==> config.mk <==
export PLATFORM = sky130hd
export DESIGN_NAME = xor_mismatch_acc
export DESIGN_NICKNAME = d
export VERILOG_FILES = /design/src/rtl/xor_mismatch_acc_pkg.sv /design/src/rtl/xor_mismatch_acc_popcount.sv /design/src/rtl/xor_mismatch_acc.sv
export SDC_FILE = /design/constraint.sdc
export NUM_CORES = 1
export LEC_CHECK = 0
export CAP_MARGIN = 5
export CORE_UTILIZATION = 57
export CTS_CLUSTER_SIZE = 10
export DETAILED_ROUTE_END_ITERATION = 16
export PLACE_DENSITY = 0.87
export SYNTH_ARGS = -nofsm -noshare
export SYNTH_HDL_FRONTEND = slang
export SYNTH_HIERARCHICAL = 1
export SYNTH_SLANG_ARGS = --single-unit
==> constraint.sdc <==
create_clock -name clk -period 3.5 [get_ports clk]
set_input_delay 0.7 -clock clk [delete_from_list [all_inputs] [get_ports clk]]
set_output_delay 0.7 -clock clk [all_outputs]
set_load 0.1 [all_outputs]
==> src/rtl/xor_mismatch_acc_pkg.sv <==
// Shared types and helpers for the XOR mismatch accumulator.
// State encoding and popcount result width.
package xor_mismatch_acc_pkg;

  typedef enum logic [1:0] {
    S_IDLE  = 2'd0,
    S_ACCUM = 2'd1,
    S_DRAIN = 2'd2,
    S_DONE  = 2'd3
  } state_t;

  function automatic int pc_w(input int w);
    return $clog2(w + 1);
  endfunction

endpackage

==> src/rtl/xor_mismatch_acc_popcount.sv <==
// Combinational population count of a WIDTH-bit word.
// Result width is clog2(WIDTH+1) so an all-ones word fits.
module popcount
  import xor_mismatch_acc_pkg::*;
#(
  parameter int WIDTH = 16
) (
  input  logic [WIDTH-1:0]        in,
  output logic [pc_w(WIDTH)-1:0]  cnt
);

  localparam int PW = pc_w(WIDTH);

  always_comb begin
    cnt = '0;
    for (int i = 0; i < WIDTH; i++) begin
      cnt = cnt + PW'(in[i]);
    end
  end

endmodule

==> src/rtl/xor_mismatch_acc.sv <==
// Burst mismatch accumulator: sums popcount, words and zero words
// of an XOR stream, then holds the totals until handshaken.
module xor_mismatch_acc
  import xor_mismatch_acc_pkg::*;
#(
  parameter int WIDTH = 16,
  parameter int CNT_W = 24,
  parameter int WC_W  = 16
) (
  input  logic             clk,
  input  logic             rst,
  input  logic             start,
  input  logic [WIDTH-1:0] f,
  input  logic             in_valid,
  input  logic             in_last,
  output logic             in_ready,
  output logic             out_valid,
  input  logic             out_ready,
  output logic [CNT_W-1:0] total_ones,
  output logic [WC_W-1:0]  word_count,
  output logic [WC_W-1:0]  zero_words,
  output logic             overflow,
  output logic             busy
);

  localparam int PW = pc_w(WIDTH);
  localparam int SW = ((CNT_W > PW) ? CNT_W : PW) + 1;

  state_t r_state;
  state_t w_next;

  logic          r_v1;
  logic [PW-1:0] r_pc1;
  logic          r_z1;

  logic [CNT_W-1:0] r_ones;
  logic [WC_W-1:0]  r_wc;
  logic [WC_W-1:0]  r_zw;
  logic             r_ovf;

  logic          w_accept;
  logic          w_start;
  logic [PW-1:0] w_pc;
  logic [SW-1:0] w_ones_sum;
  logic          w_ones_ovf;
  logic          w_wc_ovf;
  logic          w_zw_ovf;

  popcount #(.WIDTH(WIDTH)) u_pc (
    .in  (f),
    .cnt (w_pc)
  );

  assign w_accept = in_valid & in_ready;
  assign w_start  = start & (r_state == S_IDLE);

  always_ff @(posedge clk or posedge rst) begin
    if (rst) r_state <= S_IDLE;
    else     r_state <= w_next;
  end

  always_comb begin
    w_next = r_state;
    unique case (r_state)
      S_IDLE:  if (start)               w_next = S_ACCUM;
      S_ACCUM: if (w_accept && in_last) w_next = S_DRAIN;
      S_DRAIN: if (!r_v1)               w_next = S_DONE;
      S_DONE:  if (out_ready)           w_next = S_IDLE;
    endcase
  end

  always_comb begin
    in_ready  = (r_state == S_ACCUM);
    out_valid = (r_state == S_DONE);
    busy      = (r_state != S_IDLE);
  end

  always_ff @(posedge clk or posedge rst) begin
    if (rst) begin
      r_v1  <= 1'b0;
      r_pc1 <= '0;
      r_z1  <= 1'b0;
    end else if (w_accept) begin
      r_v1  <= 1'b1;
      r_pc1 <= w_pc;
      r_z1  <= (f == '0);
    end else begin
      r_v1  <= 1'b0;
    end
  end

  // Saturation is detected on widened sums so no carry is lost.
  assign w_ones_sum = SW'(r_ones) + SW'(r_pc1);
  assign w_ones_ovf = |w_ones_sum[SW-1:CNT_W];
  assign w_wc_ovf   = &r_wc;
  assign w_zw_ovf   = r_z1 & (&r_zw);

  always_ff @(posedge clk or posedge rst) begin
    if (rst) begin
      r_ones <= '0;
      r_wc   <= '0;
      r_zw   <= '0;
      r_ovf  <= 1'b0;
    end else if (w_start) begin
      r_ones <= '0;
      r_wc   <= '0;
      r_zw   <= '0;
      r_ovf  <= 1'b0;
    end else if (r_v1) begin
      r_ones <= w_ones_ovf ? '1 : w_ones_sum[CNT_W-1:0];
      if (!w_wc_ovf)
        r_wc <= r_wc + WC_W'(1);
      if (r_z1 && !w_zw_ovf)
        r_zw <= r_zw + WC_W'(1);
      r_ovf  <= r_ovf | w_ones_ovf | w_wc_ovf | w_zw_ovf;
    end
  end

  assign total_ones = r_ones;
  assign word_count = r_wc;
  assign zero_words = r_zw;
  assign overflow   = r_ovf;

endmodule
# [After elaboration in Yosys (flattened, before gate mapping)]
# Cells that the tools add are included.
[totals] out_inout_bits=60 ff_bits=66 wordCells=70 in_bits=22
[classes] reduce_logical=13 addsub=18 bitwise_logic=6 n_mux=17 n_eq_ne=8
[op_table] cell="16-bit two-way mux" count=6
[op_table] cell="24-bit two-way mux" count=3
[op_table] cell="5-bit by 1-bit adder with 5-bit output" count=14
[op_table] cell="16-bit by 1-bit adder with 16-bit output, second input constant" count=2
[op_table] cell="16-bit AND reduction" count=2
[op_table] cell="24-bit by 5-bit adder with 25-bit output" count=1
[op_table] cell="16-bit logical NOT" count=1
[op_table] cell="2-bit two-way mux" count=4
[op_table] cell="2-bit one-hot mux with 4 select lines" count=1
[op_table] cell="2-bit != test, second input constant" count=3
[op_table] cell="2-bit nonzero test" count=3
[op_table] cell="2-bit == test, second input constant" count=2
[op_table] cell="2-bit by 1-bit != test with 1-bit output, second input constant" count=2
[op_table] cell="2-bit AND reduction" count=2
[op_table] cell="4-bit AND reduction" count=1
[op_table] cell="1-bit AND" count=3
[op_table] cell="1-bit two-way mux" count=3
[op_table] cell="1-bit bitwise OR" count=3
[op_table] cell="1-bit by 1-bit adder with 2-bit output" count=1
[op_table] cell="2-bit by 1-bit == test with 1-bit output, second input constant" count=1
[op_table] cell="1-bit logical AND" count=2
[op_table] cell="2-bit logical NOT" count=1
[op_table] cell="1-bit logical NOT" count=1

# [Logic depth before layout (Yosys ltp)]
[depth] depth_word=15 depth_mapped=13

# [Modules after synthesis]
# Netlist, hierarchy kept.
[by_module_without_submodules] mod="xor_mismatch_acc" area_each_um2=3798.6 cells_each=400 n_inst=1 seq_area_each_um2=1651.6
[by_module_without_submodules] mod="popcount" area_each_um2=407.9 cells_each=47 n_inst=1 seq_area_each_um2=0.0

# [Worst setup path before layout]
# OpenSTA, ideal clock, no wires.
[synth_timing] path_kind="input-to-reg" from="in f[0]" to="reg r_pc1[2]" path_buffers=0 path_slack_ns=-0.282 stages=11 t_required_ns=3.375 arrival_ns=3.657 setup_ns=0.125 cell_sequence="inv_1 fa_1 fa_1 fa_1 fa_1 inv_1 ha_1 inv_1 fa_1 xnor2_1 mux2_2"
[synth_between] elab_chain_len=15
[synth_rtl] item="start: declaration" line="xor_mismatch_acc.sv:13" text="input logic [WIDTH-1:0] f,"
[synth_rtl] item="1-bit by 1-bit adder with 2-bit output" line="xor_mismatch_acc_popcount.sv:17" text="cnt = cnt + PW'(in[i]);"
[synth_rtl] item="5-bit by 1-bit adder with 5-bit output (14 in series)" line="xor_mismatch_acc_popcount.sv:17"
[synth_rtl] item="via w_pc[2]" line="xor_mismatch_acc.sv:43" text="logic [PW-1:0] w_pc;"
[synth_rtl] item="end signal: assignment" line="xor_mismatch_acc.sv:85" text="r_pc1 <= w_pc;"
[synth_rtl] item="end: declaration" line="xor_mismatch_acc.sv:33" text="logic [PW-1:0] r_pc1;"
# The timed path passes the listed nets, and every way through them passes these cells.
# A chain may end at the register's enable or synchronous reset.

# [Worst setup path in the final report]
[layout_timing] from="in f[11]" to="reg r_pc1[2]"
[layout_between] elab_chain_len=5
[layout_rtl] item="5-bit by 1-bit adder with 5-bit output (5 in series)" line="xor_mismatch_acc_popcount.sv:17"
[layout_rtl] item="via w_pc[2]" line="xor_mismatch_acc.sv:43"
# The timed path passes the listed nets, and every way through them passes these cells.

==> reports/metrics.yaml <==
outcome: "finished, violations left"
violations: "negative setup slack"
cts_tree: "yes"
die-area_um2: 7730
seq_power_share: 0.310
critPathRequiredTime_ns: 3.73
combPwrFrac: 0.486
clkLatencyLatePin_ns: 0.35
fin_cells: 627
wl_mm: 10.1
fin_nets: 578
postPlaceCellArea_um2: 5060
clock_path_buffers: 2
clk_pin_slew_ns: 0.06
synth.top_cells.by_count: "66 x dfrtp_1, 45 x inv_1, 33 x nor2_1"
yosysTopAreaCell: "dfrtp_1"
ys_types: 58
synth_edf_count: 0
yosysTopAreaCellShare: 0.393
worst_ep_arrival_time_ns: 3.89
first_iter_violations: 257
seq_area_frac_synth: 0.393
grt_max_degree: 67
switching_share: 0.444
fmax_ghz: 0.273
critPathMaxFanout: 2
rows: 30
core_area_um2: 6940
synthAdderAreaFrac: 0.103
worst_pin_slew_ns: 0.977
worstSetupEndpointType: "flip-flop"
rsz0062_at_grt: "yes"
num_vias: 3770
cts_made_buffers: 9
die_h_um: 87.9
io_buffers: 81
synth_top_family_by_area: "simple AND/OR/NAND/NOR gates"
cts_hold_buf: 0
synthXorXnorAreaFrac: 0.0583
fin_area_um2: 5250
power_density_nw_per_um2: 571
start_util: 0.606
antenna_found_initial: 0
hp-class: "reg2reg"
crit_type: "in2reg"
num_io_pins: 82
remaining_drc_errors: 0
async_flop_share: 1.00
post-route-period-util: 1.05
syn_nets: 497
synth_seq_cells: 66
hold_viol_final: 0
setup_violations: 4
drtAntennaViolNets: 0
drtPass1Iterations: 5
detailed_place_hpwl_mm: 7.18
relSlewSlack: 0.347
synthFlopType: "dfrtp_1"
period_needed_ns: 3.66
routedWlPerCell_um: 16.1
p_int_uw: 1670
synthSimpleGateAreaFrac: 0.199
synth.area.top_cells: "dfrtp_1 39%, fa_1 5.2%, ha_1 5.1%, xnor2_1 4.2%, inv_1 4.0%"
dp_cells: 613
n_antenna_cell: 0
ys_warn_count: 6
worst_slack_ns: -0.163
die_w_um: 87.9
finalPower_uw: 3000
grt_pass1_vias: 3716
grt_pass1_wl_mm: 17.1
slew_violations: 0
grt.total_usage: 0.285
drive_gt1_frac: 0.177
synth_compound_area_frac: 0.167
syn2layout_area_growth_pct: 24.9
synth_area_per_cell_um2: 9.41
finClkSkew_ns: 0.0120
clkPwrFrac: 0.203
synthMuxAreaShare: 0.0202
ir_worst_vdd_v: 0.000439
tns_ns: -0.341
h-tree-depth: 3
clock-sinks: 66
viasPerCell: 6.01
synthCells: 447
switchingPower_uw: 1330
gp_congestion: 0.878
drv_cap: 0
synthMostInstantiatedCell: "dfrtp_1"
root_buffer: "clkbuf_8"
syn_area_um2: 4210
overflow: 0
p_leak_uw: 0.00236
start_kind: "input port"
==> power groups by stage <==
stage | sequential (uW) | clock [uW] | combinational, uW
floorplan | 1180 | 0 | 818
global placement | 937 | 0 | 1350
detailed placement | 938 | 0 | 1400
CTS | 927 | 612 | 1440
global route | 941 | 653 | 1580
finish | 929 | 610 | 1460
==> per-stage QoR <==
stage	util	hold WS (ns)	setup WS, ns
2_1_floorplan	-	0.477	-0.225
3_3_place_gp	0.729	0.501	-0.866
3_5_place_dp	0.729	0.500	-1.00
4_1_cts	0.753	0.522	-0.181
5_1_grt	0.756	0.545	-0.234
6_report	0.756	0.527	-0.163
==> state kept, by name, summed over array words and instances (netlist names) <==
signal,flops
r_state,2
word_count,16
r_pc1,5
r_v1,1
r_z1,1
zero_words,16
total_ones,24
overflow,1
==> worst max-delay path, cell delays in order <==
cell and delay (ns):
buf_6 0.07, inv_2 0.03, fa_1 0.54, fa_1 0.46, fa_2 0.56, fa_1 0.43
inv_1 0.09, ha_2 0.20, inv_2 0.04, fa_2 0.37, xnor2_2 0.15, mux2_4 0.26
==> metal layers <==
metal	vias up	wire [um]	global-route usage
li1	1771	-	-
met1	1832	4320	0.368
met2	149	5020	0.474
met3	18	573	0.0613
met4	0	161	0.104
met5	-	0	0
==> path summary, 6_finish.rpt <==
path	from	end	slack (ns)	depth (start not counted)
min in group asynchronous	rst	zero_words[6]	0.92	3
min reg2reg	r_pc1[2]	r_pc1[2]	0.53	1
min	r_pc1[2]	r_pc1[2]	0.53	1
max	f[11]	r_pc1[2]	-0.16	12
max in group asynchronous	rst	r_pc1[4]	2.05	3
max reg2reg	total_ones[0]	total_ones[7]	0.92	9
==> cell families (layout without fill, tap and decap cells) <==
| family | count (synthesis) | after routing |
|---|---|---|
| compound gates | 96 | 96 |
| xor+xnor | 28 | 28 |
| fa+ha+maj | 28 | 28 |
| buf+inv | 64 | 148 |
| flops | 66 | 66 |
| mux | 8 | 8 |
| simple gates | 157 | 157 |
==> what timing repair did <==
action / in CTS / in global routing
buffers inserted: 0 / 0
pin swaps: 9 / 7
setup endpoints to repair: 5 / 4
resized for setup: 53 / 5
==> area by class of cell <==
cell class / instances / area [um^2]
repair buffers: 89 / 800
fillers: 489 / 1690
clock inverters: 3 / 42.5
well taps: 96 / 120
flip-flops and latches: 66 / 1650
clock buffers: 11 / 131
inverters: 45 / 179
multi-input cells: 317 / 2330
==> cell usage in the layout (no fill, tap or decap), types with 3 or more instances in the layout <==
cell type         n
dfrtp_1          66
clkdlybuf4s50_1  45
buf_4            35
nor2_1           33
inv_1            32
nand2_1          25
nand3_1          21
a21oi_1          19
xnor2_1          19
and3_1           18
nor3_1           16
ha_1             16
o21ai_0          15
a31oi_1          11
inv_2            11
nand4_1          10
a211oi_1         10
clkbuf_8          9
xor2_1            8
fa_1              8
and4_1            7
and2_1            5
o21a_1            5
nor4_1            5
o211ai_1          5
buf_6             5
mux2i_1           4
a41oi_1           3
o21ai_1           3
a311oi_1          3
o2111ai_1         3
buf_2             3
fa_2              3
Note: power is estimated with default switching activity, not from simulation.
